File: src/rtl/tt_sweep_pkg.sv
// Shared types and helpers for the truth-table sweep controller.
// Gray-order stepping is selected by defining TT_SWEEP_GRAY_EN.
package tt_sweep_pkg;

   localparam int unsigned N_IN_DEF        = 3;
   localparam int unsigned HOLD_CYCLES_DEF = 10;

   typedef enum logic [1:0] {
      StIdle,
      StRun,
      StDone
   } sweep_state_e;

   function automatic logic [31:0] bin2gray(input logic [31:0] i_bin);
      return i_bin ^ (i_bin >> 1);
   endfunction

endpackage

File: src/rtl/tt_hold_timer.sv
// Hold-window timer: counts 0..HOLD_CYCLES-1 while enabled, wraps to 0 after
// the terminal count, and is reloaded to 0 by i_clr.
module tt_hold_timer
   import tt_sweep_pkg::*;
#(
   parameter int unsigned HOLD_CYCLES = HOLD_CYCLES_DEF,
   localparam int unsigned CW = $clog2(HOLD_CYCLES + 1)
) (
   input  logic clk,
   input  logic rst,
   input  logic i_clr,
   input  logic i_en,
   output logic o_tc
);

   logic [CW-1:0] r_count;
   logic          w_tc;

   assign w_tc = (r_count == CW'(HOLD_CYCLES - 1));
   assign o_tc = w_tc;

   always_ff @(posedge clk) begin
      if (rst || i_clr) begin
         r_count <= '0;
      end else if (i_en) begin
         r_count <= w_tc ? '0 : r_count + 1'b1;
      end
   end

endmodule

File: src/rtl/tt_sweep_ctrl.sv
// Truth-table sweep controller: steps abc_o through every input code, samples f_i
// at the end of each hold window and builds the minterm vector. TT_SWEEP_GRAY_EN
// selects reflected Gray stepping order.
module tt_sweep_ctrl
   import tt_sweep_pkg::*;
#(
   parameter int unsigned N_IN        = N_IN_DEF,
   parameter int unsigned HOLD_CYCLES = HOLD_CYCLES_DEF,
   localparam int unsigned N_COMB = 2 ** N_IN
) (
   input  logic              clk,
   input  logic              rst,
   input  logic              start,
   output logic [N_IN-1:0]   abc_o,
   input  logic              f_i,
   output logic              busy,
   output logic              done,
   output logic [N_COMB-1:0] minterms
);

   sweep_state_e r_state;
   sweep_state_e w_state_next;

   logic [N_IN-1:0]   r_idx;
   logic [N_IN-1:0]   r_abc;
   logic [N_COMB-1:0] r_minterms;
   logic [N_IN-1:0]   w_idx_next;
   logic [N_IN-1:0]   w_code_next;
   logic              w_launch;
   logic              w_run;
   logic              w_tc;
   logic              w_last;
   logic              w_step;

   assign w_launch   = (r_state == StIdle) && start;
   assign w_run      = (r_state == StRun);
   assign w_last     = &r_idx;
   assign w_step     = w_run && w_tc;
   assign w_idx_next = r_idx + 1'b1;

   always_comb begin
`ifdef TT_SWEEP_GRAY_EN
      w_code_next = N_IN'(bin2gray(32'(w_idx_next)));
`else
      w_code_next = w_idx_next;
`endif
   end

   tt_hold_timer #(
      .HOLD_CYCLES(HOLD_CYCLES)
   ) u_hold_timer (
      .clk  (clk),
      .rst  (rst),
      .i_clr(w_launch),
      .i_en (w_run),
      .o_tc (w_tc)
   );

   always_ff @(posedge clk) begin
      if (rst) begin
         r_state <= StIdle;
      end else begin
         r_state <= w_state_next;
      end
   end

   always_comb begin
      w_state_next = r_state;
      unique case (r_state)
         StIdle:  if (start) w_state_next = StRun;
         StRun:   if (w_tc && w_last) w_state_next = StDone;
         StDone:  w_state_next = StIdle;
         default: w_state_next = StIdle;
      endcase
   end

   always_comb begin
      busy = (r_state == StRun);
      done = (r_state == StDone);
   end

   // Code 0 is the first step in both binary and Gray order.
   always_ff @(posedge clk) begin
      if (rst || w_launch) begin
         r_idx      <= '0;
         r_abc      <= '0;
         r_minterms <= '0;
      end else if (w_step) begin
         r_minterms[r_abc] <= f_i;
         if (!w_last) begin
            r_idx <= w_idx_next;
            r_abc <= w_code_next;
         end
      end
   end

   assign abc_o    = r_abc;
   assign minterms = r_minterms;

endmodule
File: config.mk
export PLATFORM = sky130hd
export DESIGN_NAME = tt_sweep_ctrl
export DESIGN_NICKNAME = d
export VERILOG_FILES = /design/src/rtl/tt_sweep_pkg.sv /design/src/rtl/tt_hold_timer.sv /design/src/rtl/tt_sweep_ctrl.sv
export SDC_FILE = /design/constraint.sdc
export NUM_CORES = 1
export LEC_CHECK = 0
export ABC_CLOCK_PERIOD_IN_PS = 1500
export BUFFER_PORTS_ARGS = -buffer_cell sky130_fd_sc_hd__buf_4
export CAP_MARGIN = 5
export CELL_PAD_IN_SITES_DETAIL_PLACEMENT = 1
export CELL_PAD_IN_SITES_GLOBAL_PLACEMENT = 2
export CORE_ASPECT_RATIO = 0.7
export CORE_MARGIN = 3
export CORE_UTILIZATION = 29
export DETAILED_ROUTE_END_ITERATION = 10
export PLACE_DENSITY = 0.8
export RECOVER_POWER = 50
export SYNTH_ARGS = -nofsm -noshare
export SYNTH_HDL_FRONTEND = slang
export SYNTH_SLANG_ARGS = --single-unit
File: constraint.sdc
create_clock -name clk -period 1.5 [get_ports clk]
set_input_delay 0.15 -clock clk [delete_from_list [all_inputs] [get_ports clk]]
set_output_delay 0.15 -clock clk [all_outputs]
set_load 0.005 [all_outputs]
==> impl_metrics.env <==
export IMPL_core_area_um2=2840
export IMPL_r2r_end="abc_o[0]"
export IMPL_timing_critical_path_depth=4
export IMPL_tns_ns=0
export IMPL_timing_critical_path_slowest_cell_delay_ns=0.51
export IMPL_post_drt_via_cell_ratio=5.14
export IMPL_cpLargestDelayFamily="simple AND/OR/NAND/NOR gates"
export IMPL_design_power_total_mw=0.868
export IMPL_arrival_ns=1.61
export IMPL_ys_types=35
export IMPL_syn_nets=93
export IMPL_worst_clock_skew_ns=0.00243
export IMPL_power_net_switching_mw=0.197
export IMPL_cellPowerDensity_nw_per_um2=788
export IMPL_outcome="finished, final reports clean"
export IMPL_layout_drive_gt1_share_pct=30.6
export IMPL_first_iter_violations=42
export IMPL_synth_area_um2=877
export IMPL_clock_tree_from_tritoncts="built"
export IMPL_unrepaired_setup_endpoints_after_global_routing="no"
export IMPL_combinationalPowerShare_pct=7.2
export IMPL_r2r_cells=4
export IMPL_port_buffers=16
export IMPL_wl_per_cell_um=14.9
export IMPL_crit_chain="ha_1 > ha_2 > or4_4 > a21oi_2"
export IMPL_drc=0
export IMPL_final_setup_fails=0
export IMPL_area_sequential_um2=340
export IMPL_yosys_cell_count_top_type="sky130_fd_sc_hd__dfxtp_1"
export IMPL_drv_cap=0
export IMPL_ctsLongestPathBuffers=2
export IMPL_combinational_family_with_the_most_area_after_synthesis="simple AND/OR/NAND/NOR gates"
export IMPL_part_of_the_yosys_area_used_for_sequential_elements_pct=38.8
export IMPL_power_ir_vdd_worst_mv=0.320
export IMPL_cts_sinks=17
export IMPL_die_y_um=52.0
export IMPL_synth_cells_most_frequent="sky130_fd_sc_hd__dfxtp_1 (17), sky130_fd_sc_hd__nand3b_1 (10), sky130_fd_sc_hd__mux2i_1 (8)"
export IMPL_synth_simple_gate_area_share_pct=36.9
export IMPL_syn_to_final_growth_pct=25.5
export IMPL_cts_root_buf="sky130_fd_sc_hd__clkbuf_8"
export IMPL_antenna_found_initial=0
export IMPL_synth_warnings=0
export IMPL_setup_reg_to_reg_worst_slack_ns=0.07
export IMPL_grt_first_pass_wirelength_um=3370
export IMPL_internal_power_mw=0.672
export IMPL_post_synth_mux_area_share_pct=9.13
export IMPL_timing_worst_slew_pin_value_ns=0.421
export IMPL_cell_accounting_for_the_most_synthesized_area="sky130_fd_sc_hd__dfxtp_1"
export IMPL_grt_max_degree=13
export IMPL_critPathRequiredTime_ns=1.68
export IMPL_worst_setup_path_end_kind="flop"
export IMPL_initial_core_util_pct=30.9
export IMPL_net_count_of_the_finished_layout=115
export IMPL_total_routed_wirelength_um=2150
export IMPL_standby_leakage_power_nw=0.445
export IMPL_numCtsBuffers=3
export IMPL_post_route_period_util_pct=95.1
export IMPL_seqPwrFrac_pct=53.3
export IMPL_dieWidth_um=71.7
export IMPL_synth_compound_area_share_pct=7.56
export IMPL_critPathKind="reg -> reg"
export IMPL_grt_remaining_overflow=0
export IMPL_holdCritPathClass="in -> reg"
export IMPL_floorplan_io_pins=17
export IMPL_timing_max_slew_rel_slack_pct=71.9
export IMPL_ys_seq_elements=17
export IMPL_clock_tree_htree_level_count=1
export IMPL_finalWeightedCongestion=0.780
export IMPL_clk_latency_ns=0.25
export IMPL_postSynth_asyncResetShare_pct=0
export IMPL_fp_row_count=16
export IMPL_crit_start="abc_o[0]"
export IMPL_num_antenna_cells=0
export IMPL_yosys_area_share_adder_pct=2.85
export IMPL_via_count_of_the_first_global_routing_pass=686
export IMPL_die_area_um2=3730
export IMPL_multiInputGateArea_um2=515
export IMPL_dpl_hpwl_um=1640
export IMPL_dpl_cell_area_um2=1060
export IMPL_n_fill_cell=338
export IMPL_critical_path_n_buffers_inverters=0
export IMPL_clockPowerShare_pct=39.5
export IMPL_share_of_total_power_consumed_by_net_switching_pct=22.6
export IMPL_clkSlewWorstSetupHoldPaths_ns=0.07
export IMPL_netlist_instances=87
export IMPL_detail_route_first_pass_iterations=4
export IMPL_post_cts_repair_setup_buffers=0
export IMPL_timing_fmax_ghz=0.701
export IMPL_final_design_area_no_fill_um2=1100
export IMPL_worst_flop_to_flop_path_startpoint="abc_o[0]"
export IMPL_num_vias=740
export IMPL_ys_flop_type="sky130_fd_sc_hd__dfxtp_1"
export IMPL_final_hold_violation_count=0
export IMPL_grtUsageTotal_pct=12.0
export IMPL_synthXorXnorAreaFrac_pct=2.00
export IMPL_report_final_slew_viol_count=0
export IMPL_synth_edff_count=0
export IMPL_synth_top_area_share_pct=38.8
export IMPL_netlist_top_cells_area="sky130_fd_sc_hd__dfxtp_1 (39%), sky130_fd_sc_hd__mux2i_1 (9.1%), sky130_fd_sc_hd__nand3b_1 (8.6%), sky130_fd_sc_hd__nand4bb_4 (3.1%), sky130_fd_sc_hd__nand4b_1 (3.0%)"
export IMPL_timing_final_crit_period_ns=1.43
export IMPL_critical_path_startpoint_type="flop"
export IMPL_slowest_cell_on_the_critical_path="sky130_fd_sc_hd__or4_4"
export IMPL_post_drt_antenna_nets=0
export IMPL_avgSynthCellArea_um2=10.1
export IMPL_endpoint="abc_o[0]"
export IMPL_worstPathMaxFanout=2
## worst min path at each step
stage / start / endpoint / slack (ns) / cells after the start
after floorplan: start / r_state[0] / 0.32 / 2
after global placement: rst / r_state[0] / 0.41 / 2
after detailed placement: rst / r_state[1] / 0.42 / 2
after CTS: rst / r_state[0] / 0.15 / 2
after global routing: rst / r_state[0] / 0.17 / 2
final: rst / r_state[0] / 0.15 / 2
## power groups by stage
stage	clock (mW)	combinational, mW	sequential (mW)
after floorplan	0	0.0390	0.472
after global placement	0	0.0606	0.472
after detailed placement	0	0.0623	0.473
after CTS	0.359	0.0627	0.462
after global routing	0.370	0.0698	0.463
final	0.343	0.0629	0.463
## kinds of logic after synthesis
family | Yosys count
buf+inv | 5
xor+xnor | 2
flops | 17
compound gates | 10
fa+ha+maj | 2
simple gates | 43
mux | 8
## final cells by class
cell class	instances	area share, %
multi-input combinational	65	46.8
sequential	17	30.9
tap	36	4.09
timing repair buffer	20	13.3
inverter	2	0.795
clock buffer	4	4.09
## per-stage QoR
| step | util [%] | hold slack, ns | std cells | setup slack, ns |
|---|---|---|---|---|
| detailed placement | 37.2 | 0.423 | 140 | 0.0686 |
| finish | 38.7 | 0.153 | 144 | 0.0732 |
| global placement | 37.2 | 0.406 | 140 | 0.142 |
| global route | 38.7 | 0.166 | 144 | 0.0191 |
| CTS | 38.9 | 0.148 | 144 | 0.0517 |
| floorplan | - | 0.318 | 87 | 0.0233 |
## flip-flops by register name, summed over array words and instances, names as in the netlist
register,flops
minterms,8
u_hold_timer.r_count,4
abc_o,3
r_state,2
## cells in the final DEF, fill, tap and decap left out, types with 2 or more instances in the layout
cell                       synthesis  routed
sky130_fd_sc_hd__xnor2_1           2       2
sky130_fd_sc_hd__o31ai_1           3       3
sky130_fd_sc_hd__nor2b_1           3       3
sky130_fd_sc_hd__clkbuf_1          1       2
sky130_fd_sc_hd__a21oi_1           3       3
sky130_fd_sc_hd__nand3_1           4       4
sky130_fd_sc_hd__clkbuf_4          0      10
sky130_fd_sc_hd__dfxtp_1          17      17
sky130_fd_sc_hd__nand4b_1          3       3
sky130_fd_sc_hd__clkbuf_8          0       3
sky130_fd_sc_hd__nor2_1            4       4
sky130_fd_sc_hd__mux2i_1           8       8
sky130_fd_sc_hd__buf_4             1       9
sky130_fd_sc_hd__nand4_1           4       4
sky130_fd_sc_hd__nand3b_1         10      10
## timing repair
action	CTS	global route
setup endpoints to repair	1	4
resized for setup	1	1
hold buffers	0	0
## layer usage
metal,wire (um),track usage [%],vias to the layer above
li1,-,-,369
met1,1110,17.2,349
met2,905,17.2,20
met3,116,4.05,2
met5,0,0,-
met4,14,2.81,0
Power figures use the tool's default switching activity.
